==> src/rtl/riscv_pkg.sv <==
// rtl/riscv_pkg.sv - shared writeback encodings: result-select codes, load funct3 codes, stage states
package riscv_pkg;

    localparam logic [1:0] WB_SEL_ALU  = 2'b00;
    localparam logic [1:0] WB_SEL_LOAD = 2'b01;
    localparam logic [1:0] WB_SEL_PC4  = 2'b10;
    localparam logic [1:0] WB_SEL_IMMU = 2'b11;

    localparam logic [2:0] F3_LB  = 3'b000;
    localparam logic [2:0] F3_LH  = 3'b001;
    localparam logic [2:0] F3_LW  = 3'b010;
    localparam logic [2:0] F3_LBU = 3'b100;
    localparam logic [2:0] F3_LHU = 3'b101;

    typedef enum logic [1:0] {
        IDLE      = 2'd0,
        WAIT_LOAD = 2'd1,
        DRAIN     = 2'd2
    } wb_state_t;

endpackage

==> src/rtl/load_extract.sv <==
// rtl/load_extract.sv - byte/half/word lane extraction with sign or zero extension for loads
module load_extract
    import riscv_pkg::*;
(
    input  logic [31:0] word,
    input  logic [2:0]  funct3,
    input  logic [1:0]  offset,
    output logic [31:0] data,
    output logic        illegal
);

    logic [7:0]  lane_byte;
    logic [15:0] lane_half;

    assign lane_byte = word[8*offset +: 8];
    assign lane_half = offset[1] ? word[31:16] : word[15:0];

    always_comb begin
        data    = '0;
        illegal = 1'b0;
        case (funct3)
            F3_LB:   data = {{24{lane_byte[7]}}, lane_byte};
            F3_LBU:  data = {24'h0, lane_byte};
            F3_LH:   data = {{16{lane_half[15]}}, lane_half};
            F3_LHU:  data = {16'h0, lane_half};
            F3_LW:   data = word;
            default: illegal = 1'b1;
        endcase
    end

endmodule

==> src/rtl/writeback_stage.sv <==
// rtl/writeback_stage.sv - writeback stage with load wait/timeout/drain; optional WB_RETIRE_CNT_EN retire counter
module writeback_stage
    import riscv_pkg::*;
#(
    parameter int TIMEOUT_CYCLES = 16
) (
    input  logic        clk,
    input  logic        rst_n,
    input  logic        inValid,
    output logic        inReady,
    input  logic        flush,
    input  logic [4:0]  rdAddr,
    input  logic        regWriteIn,
    input  logic [1:0]  wbSel,
    input  logic [31:0] aluResult,
    input  logic [31:0] pcPlus4,
    input  logic [31:0] immU,
    input  logic [2:0]  loadFunct3,
    input  logic [1:0]  byteOffset,
    input  logic        memRespValid,
    input  logic [31:0] memRespData,
`ifdef WB_RETIRE_CNT_EN
    output logic [63:0] instret,
`endif
    output logic        regWrite,
    output logic [4:0]  writeRegister,
    output logic [31:0] writeData,
    output logic        illegalLoad,
    output logic        loadTimeout
);

    localparam logic [7:0] TIMEOUT_LAST = 8'(TIMEOUT_CYCLES - 1);

    wb_state_t   state, state_nxt;
    logic [7:0]  wait_cnt, wait_cnt_nxt;

    logic [4:0]  ld_rd;
    logic        ld_we;
    logic [2:0]  ld_funct3;
    logic [1:0]  ld_offset;

    logic        accept;
    logic        capture;
    logic        out_load;
    logic        out_we;
    logic [4:0]  out_rd;
    logic [31:0] out_data;
    logic        out_illegal;
    logic        out_timeout;
    logic [31:0] sel_result;
    logic [31:0] ext_data;
    logic        ext_illegal;
`ifdef WB_RETIRE_CNT_EN
    logic        retire;
`endif

    load_extract u_load_extract (
        .word    (memRespData),
        .funct3  (ld_funct3),
        .offset  (ld_offset),
        .data    (ext_data),
        .illegal (ext_illegal)
    );

    assign inReady = (state == IDLE);
    assign accept  = inValid && inReady && !flush;

    always_comb begin
        case (wbSel)
            WB_SEL_PC4:  sel_result = pcPlus4;
            WB_SEL_IMMU: sel_result = immU;
            default:     sel_result = aluResult;
        endcase
    end

    always_comb begin
        state_nxt    = state;
        wait_cnt_nxt = wait_cnt;
        capture      = 1'b0;
        out_load     = 1'b0;
        out_we       = 1'b0;
        out_rd       = rdAddr;
        out_data     = sel_result;
        out_illegal  = 1'b0;
        out_timeout  = 1'b0;
`ifdef WB_RETIRE_CNT_EN
        retire       = 1'b0;
`endif
        case (state)
            IDLE: begin
                if (accept) begin
                    if (wbSel == WB_SEL_LOAD) begin
                        capture      = 1'b1;
                        wait_cnt_nxt = '0;
                        state_nxt    = WAIT_LOAD;
                    end else begin
                        out_load = 1'b1;
                        out_we   = regWriteIn && (rdAddr != 5'd0);
`ifdef WB_RETIRE_CNT_EN
                        retire   = 1'b1;
`endif
                    end
                end
            end
            WAIT_LOAD: begin
                // Flush beats a same-cycle response; only a pending response needs draining
                if (flush) begin
                    wait_cnt_nxt = '0;
                    state_nxt    = memRespValid ? IDLE : DRAIN;
                end else if (memRespValid) begin
                    state_nxt   = IDLE;
                    out_load    = 1'b1;
                    out_rd      = ld_rd;
                    out_data    = ext_data;
                    out_illegal = ext_illegal;
                    out_we      = ld_we && (ld_rd != 5'd0) && !ext_illegal;
`ifdef WB_RETIRE_CNT_EN
                    retire      = !ext_illegal;
`endif
                end else if (wait_cnt == TIMEOUT_LAST) begin
                    wait_cnt_nxt = '0;
                    out_timeout  = 1'b1;
                    state_nxt    = IDLE;
                end else begin
                    wait_cnt_nxt = wait_cnt + 8'd1;
                end
            end
            DRAIN: begin
                if (memRespValid) begin
                    state_nxt = IDLE;
                end
            end
            default: state_nxt = IDLE;
        endcase
    end

    always_ff @(posedge clk or negedge rst_n) begin
        if (!rst_n) begin
            state         <= IDLE;
            wait_cnt      <= '0;
            ld_rd         <= '0;
            ld_we         <= 1'b0;
            ld_funct3     <= '0;
            ld_offset     <= '0;
            regWrite      <= 1'b0;
            writeRegister <= '0;
            writeData     <= '0;
            illegalLoad   <= 1'b0;
            loadTimeout   <= 1'b0;
        end else begin
            state       <= state_nxt;
            wait_cnt    <= wait_cnt_nxt;
            regWrite    <= out_we;
            illegalLoad <= out_illegal;
            loadTimeout <= out_timeout;
            if (capture) begin
                ld_rd     <= rdAddr;
                ld_we     <= regWriteIn;
                ld_funct3 <= loadFunct3;
                ld_offset <= byteOffset;
            end
            if (out_load) begin
                writeRegister <= out_rd;
                writeData     <= out_data;
            end
        end
    end

`ifdef WB_RETIRE_CNT_EN
    always_ff @(posedge clk or negedge rst_n) begin
        if (!rst_n) begin
            instret <= '0;
        end else if (retire) begin
            instret <= instret + 64'd1;
        end
    end
`endif

endmodule

==> config.mk <==
export PLATFORM = sky130hd
export DESIGN_NAME = writeback_stage
export DESIGN_NICKNAME = d
export VERILOG_FILES = /design/src/rtl/riscv_pkg.sv /design/src/rtl/load_extract.sv /design/src/rtl/writeback_stage.sv
export SDC_FILE = /design/constraint.sdc
export NUM_CORES = 1
export LEC_CHECK = 0
export ABC_AREA = 1
export CAP_MARGIN = 20
export CORE_AREA = 2 2 124 126
export DETAILED_ROUTE_END_ITERATION = 10
export DIE_AREA = 0 0 126 128
export PLACE_DENSITY_LB_ADDON = 0.1
export SYNTH_ARGS = -nofsm -noshare
export SYNTH_HDL_FRONTEND = slang
export SYNTH_SLANG_ARGS = --single-unit
==> constraint.sdc <==
create_clock -name clk -period 2.3 [get_ports clk]
set_input_delay 0.23 -clock clk [delete_from_list [all_inputs] [get_ports clk]]
set_output_delay 0.23 -clock clk [all_outputs]
set_load 0.005 [all_outputs]
==> reports/qor.yml, run 1 <==
yosys:
  synth_cell_types: 26
  synth_compound_area_share_pct: 8.47
  synthCells: 687
  ys.flop_type: "dfrtp_1"
  yosysWarningCount: 0
  syn_avg_cell_area_um2: 6.12
  synth_area_leader_cell: "dfrtp_1"
  async_flop_share_pct: 100
  yosys.area_share.simple_pct: 45.8
  synthMuxAreaShare_pct: 1.07
  syn_nets: 834
  synth_top_family_by_area: "simple AND/OR/NAND/NOR gates"
  synthXorXnorAreaFrac_pct: 0
  synth.cell_area_um2: 4210
  synth-seq-cells: 61
  yosysTopAreaCellShare_pct: 36.3
  synth_edf_count: 0
  seq_area_frac_synth_pct: 36.3
  post_synth_main_area_contributors: "dfrtp_1 (36%), nand2_1 (26%), nand3_1 (8.6%)"
  synth-adder-area-share_pct: 0.297
clocking:
  clk_latency_ns: 0.34
  cts_repair_resize_count: 0
  h-tree-depth: 3
  cts_tree: "yes"
  cts_buffers: 9
  clk_path_buf_depth: 2
  cts.clk_slew.worst_paths_ns: 0.06
  cts_sinks: 61
  holdBufCountCts: 0
  cts-root-buf: "clkbuf_16"
  post-cts-setup-buffers: 0
finish:
  regArea_um2: 1530
  n_antenna_cell: 0
  nets: 1013
  fillers: 1593
  drive_gt1_share_pct: 6.77
  fin_util_pct: 44.4
  area_growth_pct: 56.9
  multiInputGateArea_um2: 2340
  fin_cells: 1059
  design_area_um2: 6600
timing:
  period_needed_ns: 1.76
  timing.final.ws_setup_ns: 0.540
  setup_viol: 0
  max-slew-margin-rel_pct: 44.6
  fin_tns_setup_ns: 0
  clock_skew_ns: 0.0142
  rsz0062_at_grt: "no"
  max_freq_ghz: 0.568
  hold_ws_ns: 0.0619
  finalMaxSlewViolations: 0
  period_share_pct: 76.5
  hold_violations: 0
  worst_slew_pin_slew_ns: 0.832
floorplan:
  die-area_um2: 16100
  floorplan.initialDensity_pct: 28.3
  num_rows: 45
  io_pins: 187
  core-area_um2: 14900
  die_w_um: 126
  die_y_um: 128
setup_path:
  crit_path_end_kind: "output port"
  critPathKind: "reg2out"
  crit_fanout: 3
  start_kind: "register"
  cpPeakStageDelay_ns: 0.55
  critPathSlowestCell: "clkdlybuf4s50_1"
  worst_ep_required_time_ns: 2.07
  critPathArrivalTime_ns: 1.53
  cp_cell_sequence: "nor2_1, clkdlybuf4s50_1"
global_route:
  overflow: 0
  grt_first_pass_wirelength_um: 24800
  grt_use_total_pct: 19.8
  grt_pass1_vias: 4674
  antenna_found_initial: 0
  grt_max_degree: 62
power:
  powerDensity_nw_per_um2: 649
  vdd_drop_max_uv: 219
  power_leakage_nw: 3.09
  finalPower_mw: 4.28
drt:
  wl_per_cell_um: 15.0
  drt-initial-drc-count: 156
  dr.pass1.iters: 5
  wl_um: 15900
  drc: 0
  routed_via_density: 4.62
  vias: 4892
  ant_nets: 0
placed_design:
  dp_hpwl_um: 11900
  dp_cells: 1043
  io_buffers: 186
  gp_congestion: 0.835
  placed_area_um2: 6270
  dp_slack_ns: 0.305
run_status:
  outcome: "complete, no violations"
job:
  drv_cap: 0
min_path:
  hold_class: "in2async"
-- final timing paths --
check / start / endpoint / slack (ns) / cells after the start
setup / recovery: state[0] / inReady / 0.54 / 2
hold / removal: rst_n / writeData[14] / 0.06 / 2
setup reg to reg: ld_funct3[2] / writeData[1] / 0.58 / 7
hold reg to reg: writeData[11] / writeData[11] / 0.49 / 2
max in group asynchronous: rst_n / writeData[17] / 1.67 / 2
min in group clk: writeData[11] / writeData[11] / 0.49 / 2
-- placed cells by master (no fill, tap or decap), types with 5 or more instances in the layout --
cell and instances:
a21oi_1 37, a31oi_1 5, buf_4 14, clkbuf_16 9, clkdlybuf4s50_1 185, dfrtp_1 61, inv_1 34, inv_2 13
nand2_1 295, nand3_1 72, nand4_1 9, nor2_1 81, nor2_2 5, o21ai_0 21
-- critical path: cells and delay by family, from the launching register on --
kind          cells  cell delay [ns]
buf+inv           1             0.55
flops             1             0.41
simple gates      1             0.23
-- layout make-up --
class / instances / area share [%]
Inverter: 48 / 2.73
Clock buffer: 11 / 3.83
Sequential cell: 61 / 23.1
Multi-Input combinational cell: 545 / 35.5
Timing Repair Buffer: 201 / 30.0
Tap cell: 188 / 3.56
Clock inverter: 5 / 1.25
-- cell families after synthesis --
group | count (synthesis)
AO/OA/AOI/OAI | 69
adder cells (fa/ha/maj) | 1
buffers and inverters | 81
flip-flops | 61
multiplexers | 4
AND/OR/NAND/NOR | 471
-- layer usage --
layer | routed length (um) | global-route usage, % | share of wire (%) | vias to the layer above
met5 | 0 | 0 | 0 | -
li1 | - | - | - | 2536
met1 | 7220 | 26.0 | 45 | 2213
met4 | 250 | 6.53 | 1.6 | 0
met2 | 7610 | 32.1 | 48 | 127
met3 | 842 | 4.92 | 5.3 | 16
-- flip-flops by register name (all words and copies together), names as in the netlist --
signal and count:
ld_we 1, regWrite 1, wait_cnt 8, loadTimeout 1
illegalLoad 1, ld_offset 2, ld_funct3 3, writeData 32
state 2, ld_rd 5, writeRegister 5
-- report_power, final --
part           total [mW]  internal [mW]  switching [mW]
sequential           1.41           1.26           0.145
clock                1.53           1.01           0.519
combinational        1.35          0.715           0.633
-- synth_stat cells, types with 5 or more instances --
cell type / instances
nor2_1: 82
dfrtp_1: 61
clkbuf_1: 11
nand2_1: 295
a31oi_1: 5
nand4_1: 9
buf_2: 18
a21oi_1: 37
nand3_1: 72
inv_1: 34
inv_2: 13
o21ai_0: 21
Power figures use the tool's default switching activity.
==> run 2: changes to the inputs <==
==> constraint.sdc (replaced) <==
create_clock -name clk -period 1.83 [get_ports clk]
set_input_delay 0.183 -clock clk [delete_from_list [all_inputs] [get_ports clk]]
set_output_delay 0.183 -clock clk [all_outputs]
set_load 0.005 [all_outputs]
==> reports/qor.yml, run 2 (synthesis gave the netlist of run 1 again) <==
global_route:
  grt_use_met3_pct: 5.97  # +1.0 points
  overflow: 0  # unchanged
  grt.busiest_layer: "met2"
  antenna_found_initial: 1  # +1
  use_met2_pct: 33.4  # +1.3 points
  grt_use_total_pct: 19.9  # +0.092 points
  use_met1_pct: 25.4  # -0.64 points
  grt_pass1_vias: 4851  # +3.8%
  grt_first_pass_wirelength_um: 25300  # +1.9%
  grt_max_degree: 44  # -29%
setup_path:
  crit_fanout: 3  # unchanged
  worst_ep_required_time_ns: 1.65  # -0.42 ns
  path_buf_inv: 1  # unchanged
  start_kind: "register"
  r2r_setup_slack_ns: 0.19  # -0.39 ns
  crit_path_end_kind: "output port"
  critPathSlowestCell: "clkdlybuf4s50_1"
  critical_path.top_delay_family: "buffers and inverters"
  cp_cell_sequence: "nor2_1, clkdlybuf4s50_1"
  cpPeakStageDelay_ns: 0.57  # +0.02 ns
  critPathKind: "reg2out"
  critPathArrivalTime_ns: 1.54  # about the same
clocking:
  h-tree-depth: 3  # unchanged
  post-cts-setup-buffers: 0  # unchanged
  clk_path_buf_depth: 2  # unchanged
  cts_sinks: 61  # unchanged
  cts_buffers: 9  # unchanged
  clk_latency_ns: 0.34  # about the same
  cts.clk_slew.worst_paths_ns: 0.05  # about the same
  cts-root-buf: "clkbuf_16"
  cts_tree: "yes"
floorplan:
  die-area_um2: 16100  # unchanged
  core-area_um2: 14900  # unchanged
  num_rows: 45  # unchanged
  die_y_um: 128  # unchanged
  io_pins: 187  # unchanged
  floorplan.initialDensity_pct: 28.3  # unchanged
  die_w_um: 126  # unchanged
power:
  vdd_drop_max_uv: 436  # +99%
  power_leakage_nw: 3.15  # +1.9%
  powerDensity_nw_per_um2: 800  # +23%
finish:
  largest-register: "writeData"
  area_growth_pct: 60.0
  final_cell_mix: "nand2_1 (295), clkdlybuf4s50_1 (185), nor2_1 (81)"
  reg_top3: "writeData (32), wait_cnt (8)"
  fillers: 1584  # -0.56%
  drive_gt1_share_pct: 7.39  # +0.62 points
  nets: 1021  # +0.79%
  largest_reg_flops: 32  # unchanged
  final_common_cell: "nand2_1"
timing:
  finalMaxSlewViolations: 0  # unchanged
  max-slew-margin-rel_pct: 61.4  # +17 points
  rsz0062_at_grt: "no"
  period_share_pct: 94.2
  setup_viol: 0  # unchanged
  worst_slew_pin_slew_ns: 0.578  # -0.253 ns
  period_needed_ns: 1.72
  hold_violations: 0  # unchanged
  timing.final.ws_setup_ns: 0.106  # -0.434 ns
  max_freq_ghz: 0.580
  hold_ws_ns: 0.360  # +0.299 ns
  fin_tns_setup_ns: 0  # unchanged
  clock_skew_ns: 0.00685  # -0.00732 ns
drt:
  wl_per_cell_um: 15.0  # about the same
  wl_um: 16100  # +0.86%
  drc: 0  # unchanged
  ant_nets: 0  # unchanged
  dr.pass1.iters: 5  # unchanged
  drt-initial-drc-count: 235  # +51%
  vias: 5012  # +2.5%
  routed_via_density: 4.69  # +1.6%
placed_design:
  io_buffers: 186  # unchanged
  gp_congestion: 0.879  # +5.2%
  dp_slack_ns: 0.0350  # -0.270 ns
  dp_hpwl_um: 12200  # +2.7%
min_path:
  hold_class: "in2async"
run_status:
  outcome: "complete, no violations"
job:
  drv_cap: 0  # unchanged
run 2: stage by stage:
| step | cell area [um^2] | std cells | utilization (%) | total power [mW] |
|---|---|---|---|---|
| 6_report | 6730 | 1068 | 45.3 | 5.39 |
| 5_1_grt | 6730 | 1068 | 45.3 | 5.74 |
| 4_1_cts | 6730 | 1067 | 45.3 | 5.46 |
| 3_5_place_dp | 6390 | 1050 | 43.0 | 3.54 |
| 3_3_place_gp | 6390 | 1050 | 43.0 | 3.52 |
| 2_1_floorplan | 4210 | 687 | - | 2.52 |
run 2: worst reg2reg max path: cells and delay by family (launching register included):
kind            cells  cell delay (ns)
compound gates      1             0.14
simple gates        5             0.78
flops               1             0.51
buf+inv             1             0.14
run 2: layout make-up:
| cell class | count | area, um^2 | share of cell area, % |
|---|---|---|---|
| Clock inverter | 4 | 70.1 | 1.04 |
| Clock buffer | 12 | 256 | 3.81 |
| Multi-Input combinational cell | 545 | 2340 | 34.8 |
| Antenna cell | 1 | 2.50 | 0.0372 |
| Timing Repair Buffer | 209 | 2120 | 31.5 |
| Tap cell | 188 | 235 | 3.49 |
| Sequential cell | 61 | 1530 | 22.7 |
| Inverter | 48 | 180 | 2.68 |
run 2: routing by layer:
layer	routed length, um	part of all wire (%)
met1	7010	44
met2	7740	48
met3	1050	6.5
met4	254	1.6
met5	0	0
run 2: where the power goes:
| group | switching (mW) | internal (mW) |
|---|---|---|
| combinational | 0.807 | 0.929 |
| clock | 0.616 | 1.26 |
| sequential | 0.185 | 1.59 |
| total | 1.61 | 3.78 |
run 2: what timing repair did:
| item | in CTS | in global routing |
|---|---|---|
| hold buffers | 1 | 0 |
| gates resized for setup | 0 | 0 |
| hold endpoints to repair | 18 | 0 |
run 2: path summary, 6_finish.rpt:
path	startpoint	to	cells past startpoint
worst max-delay path	state[0]	inReady	2
worst min-delay path	rst_n	writeData[14]	2
worst max register to register	ld_funct3[1]	writeData[1]	7
worst min register to register	writeData[11]	writeData[11]	2
max in group asynchronous	rst_n	writeData[11]	3
min in group clk	loadFunct3[1]	ld_funct3[1]	3
